--- src/rtl/mem_bus_arbiter.sv ---
// Z80-style bus arbiter sharing one external bus between fetch and the MEM data port.
// The data port wins by default; a starvation counter forces fetch after STARVE_MAX losses.
module mem_bus_arbiter #(
    parameter int ACC_CYCLES = 3,
    parameter int IO_EXTRA   = 1,
    parameter int STARVE_MAX = 4
) (
    input  logic        CLK,
    input  logic        RST,
    input  logic        I_req,
    input  logic [15:0] I_addr,
    output logic [7:0]  I_data,
    output logic        I_wait,
    input  logic        D_mreq,
    input  logic        D_iorq,
    input  logic        D_rd,
    input  logic        D_wr,
    input  logic [15:0] D_addr,
    input  logic [7:0]  D_wdata,
    output logic [7:0]  D_rdata,
    output logic        D_wait,
    output logic [15:0] B_addr,
    output logic [7:0]  B_wdata,
    input  logic [7:0]  B_rdata,
    output logic        B_mreq,
    output logic        B_iorq,
    output logic        B_rd,
    output logic        B_wr,
    input  logic        B_wait
);
    localparam int CW = $clog2(ACC_CYCLES + IO_EXTRA + 1);
    localparam int SW = $clog2(STARVE_MAX + 1);

    typedef enum logic [1:0] {S_IDLE, S_ACCESS, S_DONE} state_t;

    state_t        r_state;
    state_t        w_next;
    logic          r_owner;
    logic [15:0]   r_addr;
    logic [7:0]    r_wdata;
    logic          r_io;
    logic          r_rd;
    logic          r_wr;
    logic [CW-1:0] r_cnt;
    logic [SW-1:0] r_starve;
    logic [7:0]    r_idata;
    logic [7:0]    r_drdata;

    logic w_dreq;
    logic w_dio;
    logic w_gnt_d;
    logic w_gnt_i;
    logic w_grant;
    logic w_last;
    logic w_starved;

    assign w_dreq    = D_mreq | D_iorq;
    assign w_dio     = D_iorq & ~D_mreq;
    assign w_starved = (r_starve == SW'(STARVE_MAX));
    assign w_gnt_d   = w_dreq & ~(I_req & w_starved);
    assign w_gnt_i   = I_req & ~w_gnt_d;
    assign w_grant   = (r_state == S_IDLE) & (w_gnt_d | w_gnt_i);
    assign w_last    = (r_state == S_ACCESS) & ~B_wait
                     & (r_cnt == '0);

    always_ff @(posedge CLK) begin
        if (RST) r_state <= S_IDLE;
        else     r_state <= w_next;
    end

    always_comb begin
        w_next = r_state;
        unique case (r_state)
            S_IDLE:   if (w_grant) w_next = S_ACCESS;
            S_ACCESS: if (w_last) w_next = S_DONE;
            S_DONE:   w_next = S_IDLE;
            default:  w_next = S_IDLE;
        endcase
    end

    always_comb begin
        B_addr  = '0;
        B_wdata = '0;
        B_mreq  = 1'b0;
        B_iorq  = 1'b0;
        B_rd    = 1'b0;
        B_wr    = 1'b0;
        if (r_state == S_ACCESS) begin
            B_addr  = r_addr;
            B_wdata = r_wdata;
            B_mreq  = ~r_io;
            B_iorq  = r_io;
            B_rd    = r_rd;
            B_wr    = r_wr;
        end
        I_wait = I_req & ~((r_state == S_DONE) & ~r_owner);
        D_wait = w_dreq & ~((r_state == S_DONE) & r_owner);
    end

    // Fetch is always a memory read; write wins when the data port asserts both.
    always_ff @(posedge CLK) begin
        if (RST) begin
            r_owner  <= 1'b0;
            r_addr   <= '0;
            r_wdata  <= '0;
            r_io     <= 1'b0;
            r_rd     <= 1'b0;
            r_wr     <= 1'b0;
            r_cnt    <= '0;
            r_starve <= '0;
            r_idata  <= '0;
            r_drdata <= '0;
        end else begin
            if (w_grant) begin
                r_owner <= w_gnt_d;
                r_addr  <= w_gnt_d ? D_addr : I_addr;
                r_wdata <= w_gnt_d ? D_wdata : 8'h00;
                r_io    <= w_gnt_d & w_dio;
                r_wr    <= w_gnt_d & D_wr;
                r_rd    <= w_gnt_d ? (D_rd & ~D_wr) : 1'b1;
                r_cnt   <= CW'(ACC_CYCLES - 1)
                         + ((w_gnt_d & w_dio) ? CW'(IO_EXTRA) : CW'(0));
                if (!w_gnt_d)
                    r_starve <= '0;
                else if (I_req && !w_starved)
                    r_starve <= r_starve + SW'(1);
            end
            if ((r_state == S_ACCESS) && !B_wait && (r_cnt != '0))
                r_cnt <= r_cnt - CW'(1);
            if (w_last && r_rd) begin
                if (r_owner) r_drdata <= B_rdata;
                else         r_idata  <= B_rdata;
            end
        end
    end

    assign I_data  = r_idata;
    assign D_rdata = r_drdata;
endmodule

--- config.mk ---
export PLATFORM = sky130hd
export DESIGN_NAME = mem_bus_arbiter
export DESIGN_NICKNAME = d
export VERILOG_FILES = /design/src/rtl/mem_bus_arbiter.sv
export SDC_FILE = /design/constraint.sdc
export NUM_CORES = 1
export LEC_CHECK = 0
export ABC_CLOCK_PERIOD_IN_PS = 2050
export BUFFER_PORTS_ARGS = -buffer_cell sky130_fd_sc_hd__buf_4
export CORE_AREA = 2 2 71 89
export DETAILED_ROUTE_END_ITERATION = 6
export DIE_AREA = 0 0 73 91
export MAX_ROUTING_LAYER = met4
export PLACE_DENSITY = 0.79
export RECOVER_POWER = 100
export SLEW_MARGIN = 20
export SYNTH_ARGS = -nofsm -noshare
export SYNTH_HDL_FRONTEND = slang
export SYNTH_SLANG_ARGS = --single-unit
--- constraint.sdc ---
create_clock -name CLK -period 2.05 [get_ports CLK]
set_input_delay 0.1025 -clock CLK [delete_from_list [all_inputs] [get_ports CLK]]
set_output_delay 0.1025 -clock CLK [all_outputs]
set_load 0.005 [all_outputs]
==> metrics.txt <==
outcome complete, no violations; drt drc 0; origin of the worst min-delay path D_addr[13]; post-detail-place hpwl 5030 um; Main synth FF type dfxtp_1; Pleak 1.47 nW; CTS root buf clkbuf_8; share of cells above drive strength 1 30.5%; Max-slew headroom 49.6%; met2 routed WL 3740 um; post-synthesis cell type count 40; CP cell instances nor2_2 > clkbuf_1 > a21oi_1 > a311oi_1; cell depth of the worst setup path 4; clock-pin slew on the worst setup and hold paths 0.10 ns; crit-path max FO 16; crit path DAT 2.12 ns; Clk Latency, worst-skew pair 0.31 ns; CP bufs+invs 1; RSZ-0062 raised after global routing no; Seq cells post-synth 52; final hold slack 0.0523 ns; Initial Util 43.8%; CTS buffer count 5; area grow syn2layout 35.3%; fill count 552; RD Place Congestion 0.779; commonest non-fill, non-tap cell in the layout buf_4; number of hold violations in the final report 0; final WL 7000 um; initial antenna violation count 0; CTS tree done; port bufs 101; Site Rows 31; global-route usage over all layers 22.6%; Setup CP Type reg -> reg; Post-CTS Setup Inserts 0; actual slew at the worst max-slew pin 0.755 ns; Chip Height 91 um; core area 0.00578 mm^2; WL/cell 15.2 um; Synth area leaders dfxtp_1 41%, and2_1 6.7%, mux2i_1 6.3%; Layout Nets 453; clock net sink count 52; vias 2,594; Final setup viols 0; Period minus WS final 1.90 ns; cell area after synthesis 0.00253 mm^2; WL met1 2870 um; Worst Setup SP r_state[1]; Post-synth ARST share 0%; Post-DRT Antenna Nets 0; Via density 5.64; setup TNS 0 ns; vias in the first global route 2,509; Syn Nets 362; Max clock buf depth 2; CP max-delay cell nor2_2; hold path cells 3; Post-synth EDFFs 0; Yosys top cell area share 41.2%; CP delay by family, top simple AND/OR/NAND/NOR gates; cell taking the most area after synthesis dfxtp_1; Critical Path End Type register; reg2reg path depth 4; I/O pin count 102; Seq/Total Area, Yosys 41.2%; GRT Residual Overflow 0; highest metal used met4; met3 wire length 268 um; slowest stage delay, CP 0.62 ns; largest net degree at the start of global routing 36; most frequent cells in the layout 83 x buf_4, 52 x dfxtp_1, 29 x a21oi_1; Cells after Synth 302; Fin Clk Skew 0.0102 ns; yosys warns 0; Required @ worst endpoint 2.27 ns; class of the worst hold path in -> reg; crit path launch type register; DRT Pass-1 Iters 4; Tot Pwr 0.00223 W; VDD IR max 423 uV; FF-to-FF Start r_state[1]; H-Tree Depth 2; Die X 73 um; power density over cell area 651 mW/mm^2; first-pass GRT wire length 11,900 um; max_cap viols 0; Slew Viols, Final 0; # diodes 0; Final period util 92.7%; FMAX 526 MHz; Mean Syn Cell Area 8.37 um^2; die area 0.00664 mm^2; Starting DRT DRC Count 163
==> per-layer routing <==
layer | vias to the layer above | track usage [%]
met5 | - | -
met3 | 12 | 3.22
met2 | 68 | 37.7
met1 | 1238 | 28.0
met4 | 0 | 6.79
li1 | 1276 | -
==> flip-flops by register name, indices dropped and copies added (netlist names) <==
signal	flops
r_cnt	3
r_wdata	8
I_data	8
r_addr	16
r_rd	1
D_rdata	8
r_owner	1
r_starve	3
r_state	2
r_io	1
r_wr	1
==> through the flow <==
| stage | instance area [um^2] | cells | setup slack [ns] | util, % |
|---|---|---|---|---|
| floorplan | 2530 | 302 | 0.503 | - |
| global placement | 3350 | 451 | 0.367 | 58.0 |
| detailed placement | 3350 | 451 | 0.280 | 58.0 |
| CTS | 3450 | 460 | 0.0962 | 59.8 |
| global route | 3420 | 460 | 0.0131 | 59.2 |
| finish | 3420 | 460 | 0.149 | 59.2 |
==> kinds of logic after synthesis <==
logic type | Yosys count | share of synthesized area, %
mux | 16 | 6.33
compound gates | 83 | 20.3
flops | 52 | 41.2
simple gates | 112 | 24.7
buf+inv | 35 | 5.49
fa+ha+maj | 4 | 1.98
==> cell usage after synthesis (2+ instances only) <==
master,number
a211oi_1,2
a21oi_1,29
a221oi_1,2
a311oi_1,16
a31oi_1,3
and2_1,27
buf_1,2
buf_2,6
clkbuf_1,20
dfxtp_1,52
ha_1,4
inv_1,6
mux2i_1,16
nand2_1,27
nand2b_1,3
nand3_1,20
nand4_1,10
nand4b_1,3
nor2_1,5
nor2b_1,2
nor3b_1,2
o21ai_0,25
or2_2,2
or4b_1,2
==> cell type report <==
type                    instances  area (um^2)  share of cell area [%]
clock buffers                   5         68.8                    2.01
clock inverters                 3         26.3                   0.768
inverters                       7         26.3                   0.768
multi-input cells             215         1360                    39.6
flip-flops and latches         52         1040                    30.4
well taps                      66         82.6                    2.41
repair buffers                112          821                    24.0
==> tightest hold or removal path: cells and delay by family <==
kind | cells | cell delay [ns]
buffers and inverters | 1 | 0.11
AOI/OAI and AO/OA | 1 | 0.06
and+or+nand+nor | 1 | 0.05
==> where the power goes <==
part	internal (W)	switching (W)
Clock	0.000252	0.000360
Sequential	0.00108	0.0000447
Combinational	0.000238	0.000250
Total	0.00157	0.000655
==> repair_timing <==
action,CTS,global route
endpoints found under the hold margin,1,0
setup endpoints to repair,0,18
gates resized for setup,0,1
hold buffers,1,0
==> path summary, 6_finish.rpt <==
path	to	slack [ns]
worst max register to register	r_addr[10]	0.15
worst min-delay path	r_addr[13]	0.05
worst min register to register	I_data[7]	0.46
worst max-delay path	r_addr[10]	0.15
No activity file was read; power rests on OpenSTA's default activity.
